<file path="src/rtl/itf_pkg.sv">
// Shared types and constants for the chip-side pad-bus interface controller.
package itf_pkg;

  typedef enum logic [2:0] {
    ST_IDLE,
    ST_ISA,
    ST_CMD,
    ST_IN2CHIP,
    ST_OUT2OFF,
    ST_DONE
  } itf_state_e;

  // Bit positions of the command word fields driven onto the bus in CMD.
  localparam int DIR_BIT  = 0;
  localparam int ADDR_LSB = 1;
  localparam int NUM_LSB  = 33;

  localparam int OPCODE_WIDTH = 4;

endpackage

</file>
<file path="src/rtl/itf_xfer_cnt.sv">
// Transfer word counter: cleared when a request is latched, flags the handshake
// that completes the transfer.
module itf_xfer_cnt #(
  parameter int W = 16
) (
  input  logic         clk,
  input  logic         rst_n,
  input  logic         clr_i,
  input  logic         inc_i,
  input  logic [W-1:0] num_i,
  output logic         last_o
);

  logic [W-1:0] cnt_q, cnt_d;

  always_comb begin
    cnt_d = cnt_q;
    if (clr_i)      cnt_d = '0;
    else if (inc_i) cnt_d = cnt_q + 1'b1;
  end

  always_ff @(posedge clk) begin
    if (!rst_n) cnt_q <= '0;
    else        cnt_q <= cnt_d;
  end

  assign last_o = inc_i && ((cnt_q + 1'b1) == num_i);

endmodule

</file>
<file path="src/rtl/itf_core_ctrl.sv">
// Pad-bus interface controller: routes host ISA words to config consumers and
// runs GLB<->DRAM transfers (command, data stream, done) over the shared bus.
module itf_core_ctrl #(
  parameter int PORT_WIDTH      = 128,
  parameter int ADDR_WIDTH      = 16,
  parameter int DRAM_ADDR_WIDTH = 32,
  parameter int OPNUM           = 6,
  parameter int OPCODE_WIDTH    = 4
) (
  input  logic                       clk,
  input  logic                       rst_n,
  input  logic                       I_ISAVld,
  input  logic [PORT_WIDTH-1:0]      I_Dat,
  input  logic                       I_DatVld,
  output logic                       O_DatRdy,
  output logic [PORT_WIDTH-1:0]      O_Dat,
  output logic                       O_DatVld,
  input  logic                       I_DatRdy,
  output logic                       O_DatOE,
  output logic                       O_CmdVld,
  output logic [OPNUM-1:0]           O_CfgRdy,
  input  logic [OPNUM-1:0]           I_ModCfgRdy,
  output logic [PORT_WIDTH-1:0]      O_ModISADat,
  output logic [OPNUM-1:0]           O_ModISAVld,
  input  logic [OPNUM-1:0]           I_ModISARdy,
  input  logic                       I_ReqVld,
  output logic                       O_ReqRdy,
  input  logic                       I_ReqDir,
  input  logic [DRAM_ADDR_WIDTH-1:0] I_ReqAddr,
  input  logic [ADDR_WIDTH-1:0]      I_ReqNum,
  output logic [PORT_WIDTH-1:0]      O_WrDat,
  output logic                       O_WrDatVld,
  input  logic                       I_WrDatRdy,
  input  logic [PORT_WIDTH-1:0]      I_RdDat,
  input  logic                       I_RdDatVld,
  output logic                       O_RdDatRdy,
  output logic                       O_ReqDone,
  output logic                       O_ProtErr
);
  import itf_pkg::*;

  itf_state_e                 state_q, state_d;
  logic                       dir_q;
  logic [DRAM_ADDR_WIDTH-1:0] addr_q;
  logic [ADDR_WIDTH-1:0]      num_q;
  logic                       isa_vld_q, prot_err_q;
  logic [OPNUM-1:0]           cfg_rdy_q, cfg_rdy_d;
  logic [OPNUM-1:0]           isa_hit;
  logic                       isa_rdy, op_ok, busy, req_acc, cnt_inc, cnt_last, prot_d;
  logic [PORT_WIDTH-1:0]      cmd_word;

  // Opcode decode; unknown opcodes are swallowed (ready high, no valid).
  always_comb begin
    isa_hit = '0;
    isa_rdy = 1'b1;
    for (int i = 0; i < OPNUM; i++) begin
      if (I_Dat[OPCODE_WIDTH-1:0] == OPCODE_WIDTH'(i)) begin
        isa_hit[i] = 1'b1;
        isa_rdy    = I_ModISARdy[i];
      end
    end
  end
  assign op_ok = |isa_hit;

  always_comb begin
    cmd_word = '0;
    cmd_word[DIR_BIT]                     = dir_q;
    cmd_word[ADDR_LSB +: DRAM_ADDR_WIDTH] = addr_q;
    cmd_word[NUM_LSB +: ADDR_WIDTH]       = num_q;
  end

  assign busy    = (state_q == ST_CMD) || (state_q == ST_IN2CHIP) || (state_q == ST_OUT2OFF);
  assign req_acc = (state_q == ST_IDLE) && !I_ISAVld && I_ReqVld;
  assign cnt_inc = ((state_q == ST_IN2CHIP) && I_DatVld && I_WrDatRdy) ||
                   ((state_q == ST_OUT2OFF) && I_RdDatVld && I_DatRdy);
  assign prot_d  = ((state_q == ST_ISA) && I_DatVld && !op_ok) ||
                   (busy && I_ISAVld && !isa_vld_q);

  itf_xfer_cnt #(.W(ADDR_WIDTH)) u_cnt (
    .clk    (clk),
    .rst_n  (rst_n),
    .clr_i  (req_acc),
    .inc_i  (cnt_inc),
    .num_i  (num_q),
    .last_o (cnt_last)
  );

  always_comb begin
    state_d = state_q;
    case (state_q)
      ST_IDLE:    if (I_ISAVld) state_d = ST_ISA;
                  else if (I_ReqVld) state_d = ST_CMD;
      ST_ISA:     if (!I_ISAVld) state_d = ST_IDLE;
      ST_CMD:     if (I_DatRdy) state_d = (num_q == '0) ? ST_DONE :
                                          (dir_q ? ST_OUT2OFF : ST_IN2CHIP);
      ST_IN2CHIP,
      ST_OUT2OFF: if (cnt_last) state_d = ST_DONE;
      default:    state_d = ST_IDLE;
    endcase
  end

  // Config-ready is registered against the next state so it lines up with state_q.
  always_comb begin
    cfg_rdy_d = I_ModCfgRdy;
    if (state_d inside {ST_CMD, ST_IN2CHIP, ST_OUT2OFF}) cfg_rdy_d = '0;
    else if (state_d == ST_DONE) cfg_rdy_d[OPNUM-1] = 1'b1;
  end

  always_ff @(posedge clk) begin
    if (!rst_n) begin
      state_q    <= ST_IDLE;
      dir_q      <= 1'b0;
      addr_q     <= '0;
      num_q      <= '0;
      isa_vld_q  <= 1'b0;
      prot_err_q <= 1'b0;
      cfg_rdy_q  <= '0;
    end else begin
      state_q   <= state_d;
      isa_vld_q <= I_ISAVld;
      cfg_rdy_q <= cfg_rdy_d;
      if (prot_d) prot_err_q <= 1'b1;
      if (req_acc) begin
        dir_q  <= I_ReqDir;
        addr_q <= I_ReqAddr;
        num_q  <= I_ReqNum;
      end
    end
  end

  assign O_CfgRdy  = cfg_rdy_q;
  assign O_ProtErr = prot_err_q;

  always_comb begin
    O_DatRdy    = 1'b0;
    O_Dat       = '0;
    O_DatVld    = 1'b0;
    O_DatOE     = 1'b0;
    O_CmdVld    = 1'b0;
    O_ModISADat = '0;
    O_ModISAVld = '0;
    O_ReqRdy    = 1'b0;
    O_WrDat     = '0;
    O_WrDatVld  = 1'b0;
    O_RdDatRdy  = 1'b0;
    O_ReqDone   = 1'b0;
    if (rst_n) begin
      case (state_q)
        ST_IDLE: O_ReqRdy = req_acc;
        ST_ISA: begin
          O_ModISADat = I_Dat;
          O_ModISAVld = isa_hit & {OPNUM{I_DatVld}};
          O_DatRdy    = isa_rdy;
        end
        ST_CMD: begin
          O_DatOE  = 1'b1;
          O_CmdVld = 1'b1;
          O_DatVld = 1'b1;
          O_Dat    = cmd_word;
        end
        ST_IN2CHIP: begin
          O_WrDat    = I_Dat;
          O_WrDatVld = I_DatVld;
          O_DatRdy   = I_WrDatRdy;
        end
        ST_OUT2OFF: begin
          O_DatOE    = 1'b1;
          O_Dat      = I_RdDat;
          O_DatVld   = I_RdDatVld;
          O_RdDatRdy = I_DatRdy;
        end
        ST_DONE: O_ReqDone = 1'b1;
        default: ;
      endcase
    end
  end

endmodule

</file>
<file path="config.mk">
export PLATFORM = sky130hd
export DESIGN_NAME = itf_core_ctrl
export DESIGN_NICKNAME = d
export VERILOG_FILES = /design/src/rtl/itf_pkg.sv /design/src/rtl/itf_xfer_cnt.sv /design/src/rtl/itf_core_ctrl.sv
export SDC_FILE = /design/constraint.sdc
export NUM_CORES = 1
export LEC_CHECK = 0
export BUFFER_PORTS_ARGS = -buffer_cell sky130_fd_sc_hd__buf_2
export CAP_MARGIN = 5
export CORE_AREA = 2 2 285 287
export CTS_CLUSTER_DIAMETER = 120
export DETAILED_ROUTE_END_ITERATION = 16
export DIE_AREA = 0 0 287 289
export SETUP_SLACK_MARGIN = 0.1
export SYNTH_ARGS = -nofsm -noshare
export SYNTH_HDL_FRONTEND = slang
export SYNTH_SLANG_ARGS = --single-unit
</file>
<file path="constraint.sdc">
create_clock -name clk -period 6.3 [get_ports clk]
set_clock_uncertainty 0.15 [all_clocks]
set_input_delay 0.63 -clock clk [delete_from_list [all_inputs] [get_ports clk]]
set_output_delay 0.63 -clock clk [all_outputs]
set_load 0.01 [all_outputs]
</file>
# Yosys cells after proc, flatten, opt, wreduce, memory -nomap -nowiden
# Cells that the tools add are included.
# W data, S select, Z words.
[totals]
inputBits = 325
out_inout_bits = 405
elab_cells = 98
register_bits = 76
[classes]
n_bitwise = 2
n_eq_ne = 15
add_sub_neg = 1
muxes = 45
reduce_logical = 27
[op_table]
columns = ["op", "n"]
rows = [
  ["$mux W128", 5],
  ["$pmux W128 S2", 1],
  ["$mux W1", 27],
  ["$mux W3", 7],
  ["$add A16 B1 Y16 const B", 1],
  ["$eq A16 B16 Y1", 1],
  ["$logic_not A16 Y1", 1],
  ["$eq A3 B2 Y1 const B", 4],
  ["$eq A3 B3 Y1 const B", 4],
  ["$mux W6", 2],
  ["$pmux W3 S4", 1],
  ["$logic_and A1 B1 Y1", 11],
  ["$eq A4 B2 Y1 const B", 2],
  ["$eq A4 B3 Y1 const B", 2],
  ["$reduce_or A2 Y1", 4],
  ["$and A6 B6 Y6", 1],
  ["$reduce_or A6 Y1", 1],
  ["$eq A4 B1 Y1 const B", 1],
  ["$logic_not A4 Y1", 1],
  ["$logic_or A1 B1 Y1", 4],
  ["$pmux W1 S2", 2],
  ["$eq A3 B1 Y1 const B", 1],
  ["$logic_not A1 Y1", 3],
  ["$logic_not A3 Y1", 1],
  ["2 further kinds", 2],
]

# Depth between registers and ports, before layout
# Gate-level depths: netlist of run 1.
[logic_depth]
depth_word = 10
mapped_depth = 9

# Cells and area by module
# A second synthesis of run 1 with hierarchy kept.
[hier_totals]
cells_unflattened = 1029
area_unflattened_um2 = 6473.7
[modules_own_cells]
columns = ["module", "cells_each", "n_inst", "area_each_um2", "seq_area_each_um2"]
rows = [
  ["itf_core_ctrl", 881, 1, 5301.3, 1201.2],
  ["itf_xfer_cnt", 148, 1, 1172.4, 320.3],
]

# Least setup slack after synthesis of run 1
# OpenSTA, ideal clock, no wires.
[synth_path]
kind = "reg2out"
start = "register state_q[0]"
end = "output O_Dat[0]"
path_stages_with_launch = 8
n_path_buf = 4
path_slack_ns = 3.704
arrival_time_ns = 1.816
cell_sequence = "dfxtp_1 buf_4 nor3b_2 clkbuf_1 and2_1 clkbuf_1 clkbuf_1 a22o_1"
[synth_via]
elab_chain_len = 3
elab_cells_between_ends = 4
classes_between = "eq/ne: 2; mux: 2"
[synth_lines]
columns = ["element", "line", "text"]
rows = [
  ["start: declaration", "itf_core_ctrl.sv:42", "itf_state_e state_q, state_d;"],
  ["start signal: assignment", "itf_core_ctrl.sv:119", "state_q <= state_d;"],
  ["$eq A3 B3 Y1 / $eq A3 B2 Y1 (equally long branches)", "itf_core_ctrl.sv:148", "case (state_q)"],
  ["$pmux W128 S2 (*)", "itf_core_ctrl.sv:148", ""],
  ["$mux W128 (*)", "itf_core_ctrl.sv:147", "if (rst_n) begin"],
  ["end: declaration", "itf_core_ctrl.sv:16", "output logic [PORT_WIDTH-1:0] O_Dat,"],
]
# Mark *: on every way between the ends. The rest lies on a longest branch, timed or not.

# Worst setup path in the final report of run 1
[layout_path]
start = "register state_q[2]"
end = "output O_Dat[14]"
# The elaborated chain is that of the path after synthesis.

==> impl_metrics.env, run 1 <==
export IMPL_run_status="finished, final reports clean"
export IMPL_setup_tns_ns=0
export IMPL_startpoint_type="flip-flop"
export IMPL_path_class="reg -> out"
export IMPL_via_per_inst=3.626
export IMPL_ant_nets=0
export IMPL_ys_seq_area_share_pct=24.20
export IMPL_ir_drop_uv=101.6
export IMPL_drtIter0Drc=774
export IMPL_holdPathStages=2
export IMPL_clk_pin_slew_ns=0.08
export IMPL_timing_critical_path_mode_cell="buf_4"
export IMPL_multi_input_area_mm2=0.004372
export IMPL_synth_edf_count=0
export IMPL_clkSinkCount=76
export IMPL_grt_pass1_vias=8470
export IMPL_std_cell_rows=104
export IMPL_fin_total_pwr_mw=1.505
export IMPL_ys_async_sr_fraction_pct=0
export IMPL_drv_slew=0
export IMPL_postCtsHoldBufs=0
export IMPL_die_h_um=289
export IMPL_die_area_mm2=0.08294
export IMPL_yosys_area_share_simple_pct=46.57
export IMPL_cts_buffers=9
export IMPL_post_route_period_util_pct=63.38
export IMPL_power_density_mw_per_mm2=132.8
export IMPL_nFillCells=9338
export IMPL_grt_max_degree=129
export IMPL_netlist_area_mm2=0.006287
export IMPL_cts_resized_gates=0
export IMPL_min_period_ns=3.993
export IMPL_syn_inst=1028
export IMPL_port_buffers=729
export IMPL_timing_rr_start="state_q[2]"
export IMPL_min_path_type="in -> reg"
export IMPL_dr_pass1_iters=6
export IMPL_synth_top_family_by_area="simple AND/OR/NAND/NOR gates"
export IMPL_vias=10008
export IMPL_initial_core_util_pct=7.869
export IMPL_p_leak_nw=6.244
export IMPL_end_kind="primary output"
export IMPL_critPathRequiredTime_ns=5.52
export IMPL_clockRootBuffer="clkbuf_16"
export IMPL_hpwlAfterDp_mm=44.95
export IMPL_h_tree_depth=3
export IMPL_die_w_um=287
export IMPL_drv_cap=0
export IMPL_arrival_ns=3.21
export IMPL_io_pins=730
export IMPL_r2r_cells=8
export IMPL_grt_pass1_wl_mm=67.24
export IMPL_drc_errors=0
export IMPL_rrSetupSlack_ns=3.04
export IMPL_rr_endpoint="O_CfgRdy[5]"
export IMPL_synthFlopType="dfxtp_1"
export IMPL_fmax_mhz=250.5
export IMPL_areaGrowthSynthToFinish_pct=80.34
export IMPL_final_nets=2006
export IMPL_slowest_stage="buf_4"
export IMPL_avgSynthCellArea_um2=6.116
export IMPL_drive_above_1_share_pct=45.93
export IMPL_cp_slowest_stage_delay_ns=0.62
export IMPL_synthMuxAreaShare_pct=0.5373
export IMPL_hp_start="I_ModCfgRdy[4]"
export IMPL_yosys_warnings=0
export IMPL_grt_setup_unrepaired="no"
export IMPL_antenna_found_initial=51
export IMPL_synth_compound_area_share_pct=16.50
export IMPL_wire_per_inst_um=19.21
export IMPL_core_area_mm2=0.07990
export IMPL_mostFrequentLayoutCells="buf_2, nor2_1, nand2_1"
export IMPL_postCtsSetupBuffers=0
export IMPL_hold_end="O_CfgRdy[4]"
export IMPL_worstMarginPinSlew_ns=0.9915
export IMPL_synth_adder_area_share_pct=0.1990
export IMPL_clockBufferDepth=2
export IMPL_syn_nets=1354
export IMPL_hold_viol=0
export IMPL_finalWirelength_mm=53.03
export IMPL_globalplace_congestion=0.9266
export IMPL_final_setup_viol_count=0
export IMPL_register_area_mm2=0.001521
export IMPL_overflow=0
export IMPL_relSlewSlack_pct=33.90
export IMPL_clk_latency_ns=0.37
export IMPL_grt_use_total_pct=11.67
export IMPL_fin_hold_ws_ns=0.2969
export IMPL_path_cells="nor3b_4 -> buf_4 -> and2_2 -> buf_4 -> a22o_1 -> buf_2"
export IMPL_layout_commonest_cell="buf_2"
export IMPL_ys_seq_elements=76
export IMPL_ys_types=43
export IMPL_cts_tree="yes"
export IMPL_crit_fanout=84
export IMPL_synth_xor_area_share_pct=5.294
-- routing by layer --
metal,up-vias,wire length (um),GRT usage (%)
li1,4677,-,-
met1,4596,20790,14.04
met2,569,23920,18.05
met3,122,6421,5.984
met4,44,1605,3.477
met5,-,279,0
-- worst max-delay path, delay by kind of cell, from the launching register on --
family	cells	cell delay (ns)
DFF	1	0.53
buffers and inverters	3	1.30
AOI/OAI and AO/OA	1	0.42
and+or+nand+nor	2	0.50
-- cell families after synthesis --
| kind of cell | Yosys count |
|---|---|
| flops | 76 |
| xor+xnor | 38 |
| mux | 2 |
| buf+inv | 108 |
| compound gates | 131 |
| fa+ha+maj | 1 |
| simple gates | 672 |
-- registers in the layout, summed over array words and instances (netlist names) --
| register | flops |
|---|---|
| addr_q | 32 |
| O_CfgRdy | 6 |
| isa_vld_q | 1 |
| dir_q | 1 |
| state_q | 3 |
| num_q | 16 |
| u_cnt.cnt_q | 16 |
| O_ProtErr | 1 |
-- worst max-delay path by stage --
stage | start | endpoint | slack [ns]
after floorplan | state_q[0] | O_Dat[0] | 3.70
after global placement | state_q[2] | O_Dat[14] | 2.75
after detailed placement | state_q[2] | O_Dat[14] | 2.71
after CTS | state_q[2] | O_Dat[14] | 2.27
after global routing | state_q[2] | O_Dat[14] | 2.12
final | state_q[2] | O_Dat[14] | 2.31
-- power breakdown --
| part | internal [mW] | switching (mW) |
|---|---|---|
| registers | 0.501 | 0.0226 |
| logic | 0.165 | 0.270 |
| clock network | 0.278 | 0.269 |
| total | 0.943 | 0.562 |
-- cell usage after synthesis, drive strengths merged (8+ instances only) --
cell      n  share of area, %
buf      17               1.3
nor4     10               1.3
and3     90               9.0
nand3     8              0.64
dfxtp    76                24
a21boi   51               6.1
inv       9              0.54
xor2     14               2.0
clkbuf   82               4.9
nor2    276                16
a21oi     8              0.64
a22o     50               7.0
nor3     12              0.96
and2     12               1.2
nand2   241                14
xnor2    24               3.3
-- through the flow --
step | setup slack (ns) | util (%) | area (um^2) | std cells
global placement | 2.752 | 13.77 | 11010 | 2729
detailed placement | 2.706 | 13.77 | 11010 | 2729
floorplan | 3.704 | - | 6287 | 1028
finish | 2.307 | 14.19 | 11340 | 2760
CTS | 2.267 | 14.14 | 11300 | 2745
global route | 2.124 | 14.17 | 11320 | 2753
-- final cells by class --
type / instances / share of cell area (%)
inverter: 9 / 0.2979
clock inverter: 7 / 0.6180
multi-input combinational: 844 / 38.56
tap: 1060 / 11.70
sequential: 76 / 13.42
timing repair buffer: 740 / 33.09
clock buffer: 9 / 1.986
antenna: 15 / 0.3311
(Power assumes the default switching activity.)
==> run 2, diff against run 1 <==
- ABC_AREA: unset -> 1
- CORE_AREA: 2 2 285 287 -> 2 2 283 285
- DIE_AREA: 0 0 287 289 -> 0 0 285 287
- clock period: 6.3 -> 3.83 ns (I/O delays scaled with it)
==> run 2 against run 1 <==
Combinational power grew 80%. Critical path type unchanged. Worst setup slack lost 1.9 ns. Sequential cell count is the same. Global-route usage grew 0.27 points. Clock power grew 53%. Non-clock buffer count grew 19. Critical path depth is the same.
==> impl_metrics.env, run 2 <==
export IMPL_grt_max_degree=102
export IMPL_fin_cells=2999
export IMPL_synth_xor_area_share_pct=0.5892
export IMPL_clk_latency_ns=0.36
export IMPL_drive_above_1_share_pct=41.46
export IMPL_clockBufferDepth=2
export IMPL_wl_met2_mm=22.51
export IMPL_run_status="finished, final reports clean"
export IMPL_cts_buffers=9
export IMPL_worstMarginPinSlew_ns=0.8984
export IMPL_r2r_cells=17
export IMPL_power_density_mw_per_mm2=205.9
export IMPL_h_tree_depth=3
export IMPL_startpoint_type="flip-flop"
export IMPL_ys_async_sr_fraction_pct=0
export IMPL_relSlewSlack_pct=40.11
export IMPL_cp_slowest_stage_delay_ns=0.68
export IMPL_yosys_area_share_simple_pct=48.46
export IMPL_synthFlopType="dfxtp_1"
export IMPL_ys_seq_elements=76
export IMPL_synth_compound_area_share_pct=10.38
export IMPL_ys_types=30
export IMPL_crit_family="simple AND/OR/NAND/NOR gates"
export IMPL_p_leak_nw=6.581
export IMPL_postCtsHoldBufs=0
export IMPL_finalWirelength_mm=52.79
export IMPL_hp_start="I_ReqAddr[4]"
export IMPL_std_cell_rows=103
export IMPL_fmax_mhz=293.7
export IMPL_dr_wl_met3_mm=4.700
export IMPL_wl_met1_mm=24.31
export IMPL_hold_viol=0
export IMPL_ir_drop_uv=163.9
export IMPL_drv_slew=0
export IMPL_end_kind="primary output"
export IMPL_netlist_top_cell_by_area="dfxtp_1"
export IMPL_final_nets=2265
export IMPL_drc_errors=0
export IMPL_netlist_area_mm2=0.006795
export IMPL_post_route_period_util_pct=88.89
export IMPL_port_buffers=729
export IMPL_grt_setup_unrepaired="no"
export IMPL_overflow=0
export IMPL_crit_fanout=6
export IMPL_die_h_um=287
export IMPL_synthMuxAreaShare_pct=0
export IMPL_yosysMostFrequentCell="nor3_1"
export IMPL_clk_pin_slew_ns=0.07
export IMPL_cts_tree="yes"
export IMPL_antenna_found_initial=23
export IMPL_arrival_ns=2.87
export IMPL_die_w_um=285
export IMPL_largestRegisters="addr_q (32), num_q (16), u_cnt.cnt_q (16)"
export IMPL_yosys_warnings=0
export IMPL_rrSetupSlack_ns=1.13
export IMPL_min_path_type="in -> reg"
export IMPL_initial_core_util_pct=8.644
export IMPL_clkSinkCount=76
export IMPL_yosysTopAreaCellShare_pct=22.39
export IMPL_regMostFlops="addr_q"
export IMPL_drv_cap=0
export IMPL_via_per_inst=3.641
export IMPL_rr_endpoint="O_CfgRdy[0]"
export IMPL_clockRootBuffer="clkbuf_16"
export IMPL_grt_use_total_pct=11.94
export IMPL_grt_pass1_vias=9613
export IMPL_path_depth=6
export IMPL_vias=10919
export IMPL_avgSynthCellArea_um2=5.346
export IMPL_grt_pass1_wl_mm=70.08
export IMPL_dr_pass1_iters=5
export IMPL_ys_seq_area_share_pct=22.39
export IMPL_cts_resized_gates=3
export IMPL_ant_nets=0
export IMPL_drtIter0Drc=668
export IMPL_postCtsSetupBuffers=0
export IMPL_critPathCapture="O_ModISAVld[4]"
export IMPL_synth_top_family_by_area="simple AND/OR/NAND/NOR gates"
export IMPL_timing_rr_start="state_q[2]"
export IMPL_mostFrequentLayoutCells="buf_2, nor3_1, nand2_1"
export IMPL_slowest_stage="nor2_1"
export IMPL_areaGrowthSynthToFinish_pct=76.28
export IMPL_post_dp_cell_area_mm2=0.01166
export IMPL_min_period_ns=3.404
export IMPL_crit_start="state_q[1]"
export IMPL_path_buf_inv=2
export IMPL_largest_register_ffs=32
export IMPL_path_cells="inv_1 -> nand2_1 -> nor2_2 -> nand3_1 -> nor2_1 -> buf_2"
export IMPL_synth_edf_count=0
export IMPL_ys_top_cells_by_area="dfxtp_1, nor3_1, nand2_1, inv_1, o21ai_0"
export IMPL_globalplace_congestion=0.9075
export IMPL_core_area_mm2=0.07861
export IMPL_hpwlAfterDp_mm=45.62
export IMPL_syn_nets=1597
export IMPL_final_setup_viol_count=0
export IMPL_ys_top_cells_by_count="nor3_1, nand2_1, inv_1"
export IMPL_dr_max_layer_used="met5"
export IMPL_layout_commonest_cell="buf_2"
export IMPL_die_area_mm2=0.08180
export IMPL_wire_per_inst_um=17.60
export IMPL_io_pins=730
export IMPL_synth_adder_area_share_pct=0.1841
export IMPL_syn_inst=1271
export IMPL_finalInstanceArea_mm2=0.01198
export IMPL_setup_tns_ns=0
export IMPL_critPathRequiredTime_ns=3.30
export IMPL_path_class="reg -> out"
export IMPL_place_inst=2978
[run 2: cell count changes in the layout (fill, tap and decap cells not counted), moves of 14 or more]
cell      previous run  this run
nor3_1              12       255
inv_1                9       217
nor2_1             276       124
o21ai_0              7       113
and3_1              88         0
nand3_1              7        84
a21boi_0            51         0
a22o_1              50         0
xnor2_1             24         1
buf_4               10        28
nand2_1            240       226
[run 2: cell families after synthesis]
group | Yosys count
AO/OA/AOI/OAI | 136
XOR/XNOR | 3
adder cells (fa/ha/maj) | 1
buffers and inverters | 325
flip-flops | 76
AND/OR/NAND/NOR | 730
[run 2: metrics by stage]
stage	hold slack [ns]	util [%]	power, mW	setup WS [ns]
after CTS	0.04739	15.22	2.512	0.1185
final	0.07013	15.24	2.466	0.4255
after global routing	0.05288	15.23	2.621	0.2835
after detailed placement	0.3155	14.84	1.652	0.2891
after global placement	0.3115	14.81	1.652	-0.3836
after floorplan	0.2959	-	1.211	1.755
[run 2: cell type report]
class / instances / area [um^2]
clock inverters: 7 / 57.56
well taps: 1050 / 1314
clock buffers: 9 / 225.2
inverters: 223 / 849.6
diodes: 5 / 12.51
fillers: 9234 / 66630
flip-flops and latches: 76 / 1521
multi-input cells: 870 / 4100
repair buffers: 759 / 3899
[run 2: routing by layer]
metal	vias to the layer above	GRT usage (%)
li1	5406	-
met1	4892	16.52
met2	533	17.80
met3	66	3.706
met4	22	3.128
met5	-	0
[run 2: worst min-delay path by stage]
stage,slack (ns),depth (start not counted),to
6_report,0.07,3,addr_q[4]
4_1_cts,0.05,3,addr_q[22]
2_1_floorplan,0.30,2,addr_q[0]
3_3_place_gp,0.31,2,addr_q[16]
3_5_place_dp,0.32,2,addr_q[27]
5_1_grt,0.05,3,addr_q[22]
[run 2: worst min-delay path: cells and delay by family]
| kind | cells | cell delay (ns) |
|---|---|---|
| buffers and inverters | 1 | 0.08 |
| AOI/OAI and AO/OA | 1 | 0.05 |
| and+or+nand+nor | 1 | 0.04 |
[run 2: report_power, final]
part / switching (mW) / internal, mW / leakage (nW) / total (mW)
sequential: 0.0187 / 0.827 / 0.619 / 0.845
combinational: 0.520 / 0.266 / 5.83 / 0.785
clock: 0.387 / 0.449 / 0.135 / 0.836
